### config.mk
export PLATFORM = sky130hd
export DESIGN_NAME = mem_stage_sram_ctrl
export DESIGN_NICKNAME = d
export VERILOG_FILES = /design/src/rtl/arm_pkg.sv /design/src/rtl/sram_addr_map.sv /design/src/rtl/mem_stage_sram_ctrl.sv
export SDC_FILE = /design/constraint.sdc
export NUM_CORES = 1
export LEC_CHECK = 0
export ABC_AREA = 1
export CAP_MARGIN = 30
export CORE_UTILIZATION = 52
export DETAILED_ROUTE_END_ITERATION = 10
export PLACE_DENSITY = 0.85
export SETUP_SLACK_MARGIN = 0.05
export SLEW_MARGIN = 20
export SYNTH_ARGS = -nofsm -noshare
export SYNTH_HDL_FRONTEND = slang
export SYNTH_SLANG_ARGS = --single-unit
### constraint.sdc
create_clock -name clk -period 7.35 [get_ports clk]
set_clock_uncertainty 0.1 [all_clocks]
set_input_delay 1.1025 -clock clk [delete_from_list [all_inputs] [get_ports clk]]
set_output_delay 1.1025 -clock clk [all_outputs]
set_load 0.02 [all_outputs]
### src/rtl/arm_pkg.sv
// rtl/arm_pkg.sv - shared ARM pipeline types for the MEM stage SRAM path
package arm_pkg;

  typedef enum logic [1:0] {IDLE, LO, HI, DONE} mem_state_t;
  typedef enum logic {RD, WR} mem_op_t;

  localparam logic [31:0] DEFAULT_BASE_ADDR = 32'd1024;

endpackage

### src/rtl/sram_addr_map.sv
// rtl/sram_addr_map.sv - maps an ARM byte address plus half select onto a 16-bit SRAM word address
module sram_addr_map
  import arm_pkg::*;
#(
  parameter logic [31:0] BASE_ADDR = DEFAULT_BASE_ADDR,
  parameter int          SRAM_AW   = 18
) (
  input  logic [31:0]        alu_result,
  input  logic               half,
  output logic [SRAM_AW-1:0] sram_addr
);

  logic [31:0] off;
  logic        unused_off;

  // Addresses below BASE_ADDR wrap; byte offset within the word is ignored.
  assign off        = alu_result - BASE_ADDR;
  assign sram_addr  = {off[SRAM_AW:2], half};
  assign unused_off = ^{off[31:SRAM_AW+1], off[1:0]};

endmodule

### src/rtl/mem_stage_sram_ctrl.sv
// rtl/mem_stage_sram_ctrl.sv - MEM stage: 32-bit loads/stores as two half-word accesses on a 16-bit SRAM
module mem_stage_sram_ctrl
  import arm_pkg::*;
#(
  parameter int          ACCESS_CYCLES = 2,
  parameter logic [31:0] BASE_ADDR     = DEFAULT_BASE_ADDR,
  parameter int          SRAM_AW       = 18
) (
  input  logic               clk,
  input  logic               rst,
  input  logic               mem_r_en,
  input  logic               mem_w_en,
  input  logic [31:0]        alu_result,
  input  logic [31:0]        val_rm,
  output logic [31:0]        mem_result,
  output logic               ready,
  output logic [SRAM_AW-1:0] sram_addr,
  output logic [15:0]        sram_dq_out,
  output logic               sram_dq_oe,
  input  logic [15:0]        sram_dq_in,
  output logic               sram_we_n,
  output logic               sram_oe_n
);

  localparam logic [2:0] LAST_CNT = 3'(ACCESS_CYCLES - 1);

  mem_state_t         state, next_state;
  mem_op_t            op;
  logic [2:0]         wait_cnt, next_cnt;
  logic [31:0]        addr_lat, data_lat;
  logic [15:0]        lo_reg, hi_reg;
  logic               req, last, next_half, next_access;
  logic [31:0]        addr_src, data_src;
  logic [SRAM_AW-1:0] map_addr;

  assign req         = mem_r_en | mem_w_en;
  assign last        = (wait_cnt == LAST_CNT);
  assign next_half   = (next_state == HI);
  assign next_access = (next_state == LO) || (next_state == HI);

  // Entering LO from IDLE uses the live inputs, since the latches load on that same edge.
  assign addr_src = (state == IDLE) ? alu_result : addr_lat;
  assign data_src = (state == IDLE) ? val_rm : data_lat;

  sram_addr_map #(
    .BASE_ADDR (BASE_ADDR),
    .SRAM_AW   (SRAM_AW)
  ) u_addr_map (
    .alu_result (addr_src),
    .half       (next_half),
    .sram_addr  (map_addr)
  );

  always_comb begin
    next_state = state;
    next_cnt   = wait_cnt;
    ready      = 1'b0;
    sram_we_n  = 1'b1;
    sram_oe_n  = 1'b1;
    sram_dq_oe = 1'b0;
    case (state)
      IDLE: begin
        ready = ~req;
        if (req) begin
          next_state = LO;
          next_cnt   = '0;
        end
      end
      LO, HI: begin
        sram_we_n  = (op != WR);
        sram_oe_n  = (op != RD);
        sram_dq_oe = (op == WR);
        if (last) begin
          next_cnt   = '0;
          next_state = (state == LO) ? HI : DONE;
        end else begin
          next_cnt = wait_cnt + 3'd1;
        end
      end
      DONE: begin
        ready      = 1'b1;
        next_state = IDLE;
      end
      default: next_state = IDLE;
    endcase
  end

  always_ff @(posedge clk) begin
    if (rst) begin
      state       <= IDLE;
      op          <= RD;
      wait_cnt    <= '0;
      addr_lat    <= '0;
      data_lat    <= '0;
      lo_reg      <= '0;
      hi_reg      <= '0;
      mem_result  <= '0;
      sram_addr   <= '0;
      sram_dq_out <= '0;
    end else begin
      state    <= next_state;
      wait_cnt <= next_cnt;
      if (state == IDLE && req) begin
        addr_lat <= alu_result;
        data_lat <= val_rm;
        op       <= mem_w_en ? WR : RD;
      end
      if (next_access) begin
        sram_addr   <= map_addr;
        sram_dq_out <= next_half ? data_src[31:16] : data_src[15:0];
      end
      if (state == LO && last && op == RD) begin
        lo_reg <= sram_dq_in;
      end
      // The high half lands in hi_reg and mem_result on the same edge that enters DONE.
      if (state == HI && last && op == RD) begin
        hi_reg     <= sram_dq_in;
        mem_result <= {sram_dq_in, lo_reg};
      end
    end
  end

endmodule

==> run_results.csv <==
group,metric,value,unit
status,status,"finished clean",
synth,synth_seq_cells,137,
timing,fin_crit_sh,54.1,%
cts,cts_buffers,17,
timing,fmax,0.252,GHz
place,portBuffers,138,
timing,whs,345,ps
power_and_ir_drop,power.share.switching,25.4,%
synth,syn_inst,788,
floorplan,row_count,38,
worst_setup_path,worst_setup_path_start_kind,"flop",
cts,clk_pin_slew,60,ps
min_path,hold_class,"flop to flop",
routing,drc,0,
worst_setup_path,path_cells,"inv_1 -> ha_1 -> buf_4 -> nand2_1 -> a21oi_1 -> clkdlybuf4s50_1",
synth,synth_cell_type_count,27,
synth,synthArstFlopShare,0,%
cells_and_area,mostFrequentLayoutCells,"o21ai_0, clkdlybuf4s50_1, dfxtp_1, inv_1, a21oi_1",
cts,clockBufferDepth,2,
cells_and_area,layout.cells.non_filler,1051,
timing,min_period,3970,ps
synth,yosysSeqAreaShare,47.1,%
floorplan,die_y,108,um
routing,wl_per_cell,13.5,um
cells_and_area,area_growth,35.6,%
floorplan,coreArea,10900,um2
worst_setup_path,cp.buffers_inverters,3,
worst_setup_path,cp_slowest_cell,"clkdlybuf4s50_1",
floorplan,die_area,11600,um2
routing,routed_wl,14.2,mm
worst_setup_path,critical_path_class,"flop to output pin",
cells_and_area,diodes,0,
timing,hold_viol_final,0,
timing,setup_viol,0,
power_and_ir_drop,ir_drop,0.000292,V
timing,maxSlewViolCount,0,
cts,cts_root_buffer,"clkbuf_8",
worst_setup_path,end_kind,"output pin",
cts,ctsResizeCount,0,
power_and_ir_drop,p_leak,3.30,nW
global_route,grt_pass1_wl,22.9,mm
worst_setup_path,r2r_cells,14,
cts,postCtsSetupBuffers,0,
cells_and_area,drive_above_1_share,4.94,%
cells_and_area,largestRegisters,"data_lat (32), mem_result (32), sram_addr (18)",
routing,ant_nets,0,
floorplan,initial_core_util,53.4,%
global_route,grt_pass1_vias,4948,
worst_setup_path,critPathMaxFanout,31,
synth,ys.warnings.count,0,
place,place_congestion,0.795,
min_path,min_path_cells,2,
power_and_ir_drop,seq_power_share,37.8,%
global_route,grt_max_degree,71,
job,cap_violations,0,
global_route,grt_overflow,0,
cells_and_area,mostFrequentLayoutCell,"o21ai_0",
cells_and_area,layout.nets,988,
timing,setup_tns,0,ps
timing,rsz0062_at_grt,"false",
power_and_ir_drop,clkPwrFrac,45.0,%
cts,cts_tree,"yes",
timing,relSlewSlack,49.5,%
worst_setup_path,worstPathArrival,2770,ps
global_route,track_usage,25.2,%
routing,drtPass1Iterations,5,
synth,ys.flop_type,"dfxtp_1",
synth,synthesis.area,5820,um2
floorplan,die_w,108,um
place,dp.cells,1019,
routing,avgViaCountPerCell,5.24,
synth,synth_edf_count,0,
synth,synth.net_count,878,
cts,htree_levels,4,
place,dpl.hpwl,9.02,mm
timing,tightest_slew,752,ps
cells_and_area,fillers,838,
worst_setup_path,worstPathRequired,6150,ps
power_and_ir_drop,p_per_area,280,nW/um2
cts,hold_buffers,0,
synth,syn_area_per_cell,7.38,um2
floorplan,io_pins,154,
global_route,antenna_found_initial,0,
cts,worstSkewPairLatency,510,ps
power_and_ir_drop,intPower,1.65,mW
worst_setup_path,max_stage_delay,630,ps
worst_setup_path,cpLargestDelayFamily,"buffers and inverters",
power_and_ir_drop,switching_power,0.563,mW
worst_setup_path,worst-path-stages,6,
power_and_ir_drop,p_comb_share,17.2,%
cts,clock-sinks,137,
routing,drtIter0Drc,419,
routing,vias,5510,
-- cell usage after synthesis (2+ instances only) --
cell	instances	area, um2
nor2_1	73	274
a21oi_1	105	526
inv_1	112	420
clkinv_1	2	7.51
clkbuf_1	30	113
a31oi_1	2	12.5
buf_2	17	85.1
inv_2	2	7.51
buf_4	4	30.0
buf_6	2	22.5
o211ai_1	32	240
dfxtp_1	137	2740
nand2_1	83	312
a211oi_1	4	30.0
o21ai_0	141	706
nand3_1	26	130
ha_1	6	75.1
-- per-layer routing --
| layer | global-route usage, % | share of wire, % |
|---|---|---|
| met5 | 0 | 0 |
| met4 | 8.81 | 1.4 |
| met3 | 7.32 | 7.3 |
| met2 | 41.6 | 47 |
| met1 | 31.2 | 44 |
-- worst reg2reg max path, delay by kind of cell, from the launching register on --
kind | cells | cell delay, ps
AO/OA/AOI/OAI | 5 | 990
adder cells (fa/ha/maj) | 2 | 820
buffers and inverters | 5 | 1380
flip-flops | 1 | 340
AND/OR/NAND/NOR | 2 | 260
-- area by class of cell --
| cell class | count | area [um2] | area share (%) |
|---|---|---|---|
| timing repair buffer | 145 | 1450 | 18.4 |
| multi-input combinational | 480 | 2380 | 30.2 |
| inverter | 117 | 442 | 5.60 |
| tap | 140 | 175 | 2.22 |
| clock buffer | 21 | 459 | 5.82 |
| sequential | 137 | 2740 | 34.7 |
| clock inverter | 11 | 240 | 3.04 |
-- stage by stage --
stage,utilization (%),area [um2],power (mW),setup WS (ps)
floorplan,-,5820,1.08,4330
global route,72.5,7890,2.31,3030
finish,72.5,7890,2.21,3380
CTS,72.5,7890,2.23,3360
detailed placement,66.1,7190,1.23,2970
global placement,65.8,7170,1.22,3010
-- worst paths after layout --
kind	startpoint	endpoint	slack [ps]
max	state[1]	ready	3380
min	lo_reg[8]	mem_result[8]	350
max reg2reg	state[1]	sram_dq_out[9]	3410
min reg2reg	lo_reg[8]	mem_result[8]	350
-- power by group through the flow --
stage / Sequential, mW / Combinational (mW) / Clock [mW]
after CTS: 0.835 / 0.381 / 1.01
after floorplan: 0.883 / 0.199 / 0
after global placement: 0.848 / 0.369 / 0
after global routing: 0.842 / 0.423 / 1.04
final: 0.835 / 0.381 / 0.995
after detailed placement: 0.850 / 0.377 / 0
-- logic make-up (layout without fill, tap and decap cells) --
logic type / count (synthesis) / count (layout) / synth area share [%]
simple gates: 188 / 188 / 13.3
buf+inv: 171 / 294 / 12.0
flops: 137 / 137 / 47.1
fa+ha+maj: 6 / 6 / 1.29
compound gates: 285 / 285 / 26.2
xor+xnor: 1 / 1 / 0.151
No activity file was read; power rests on OpenSTA's default activity.
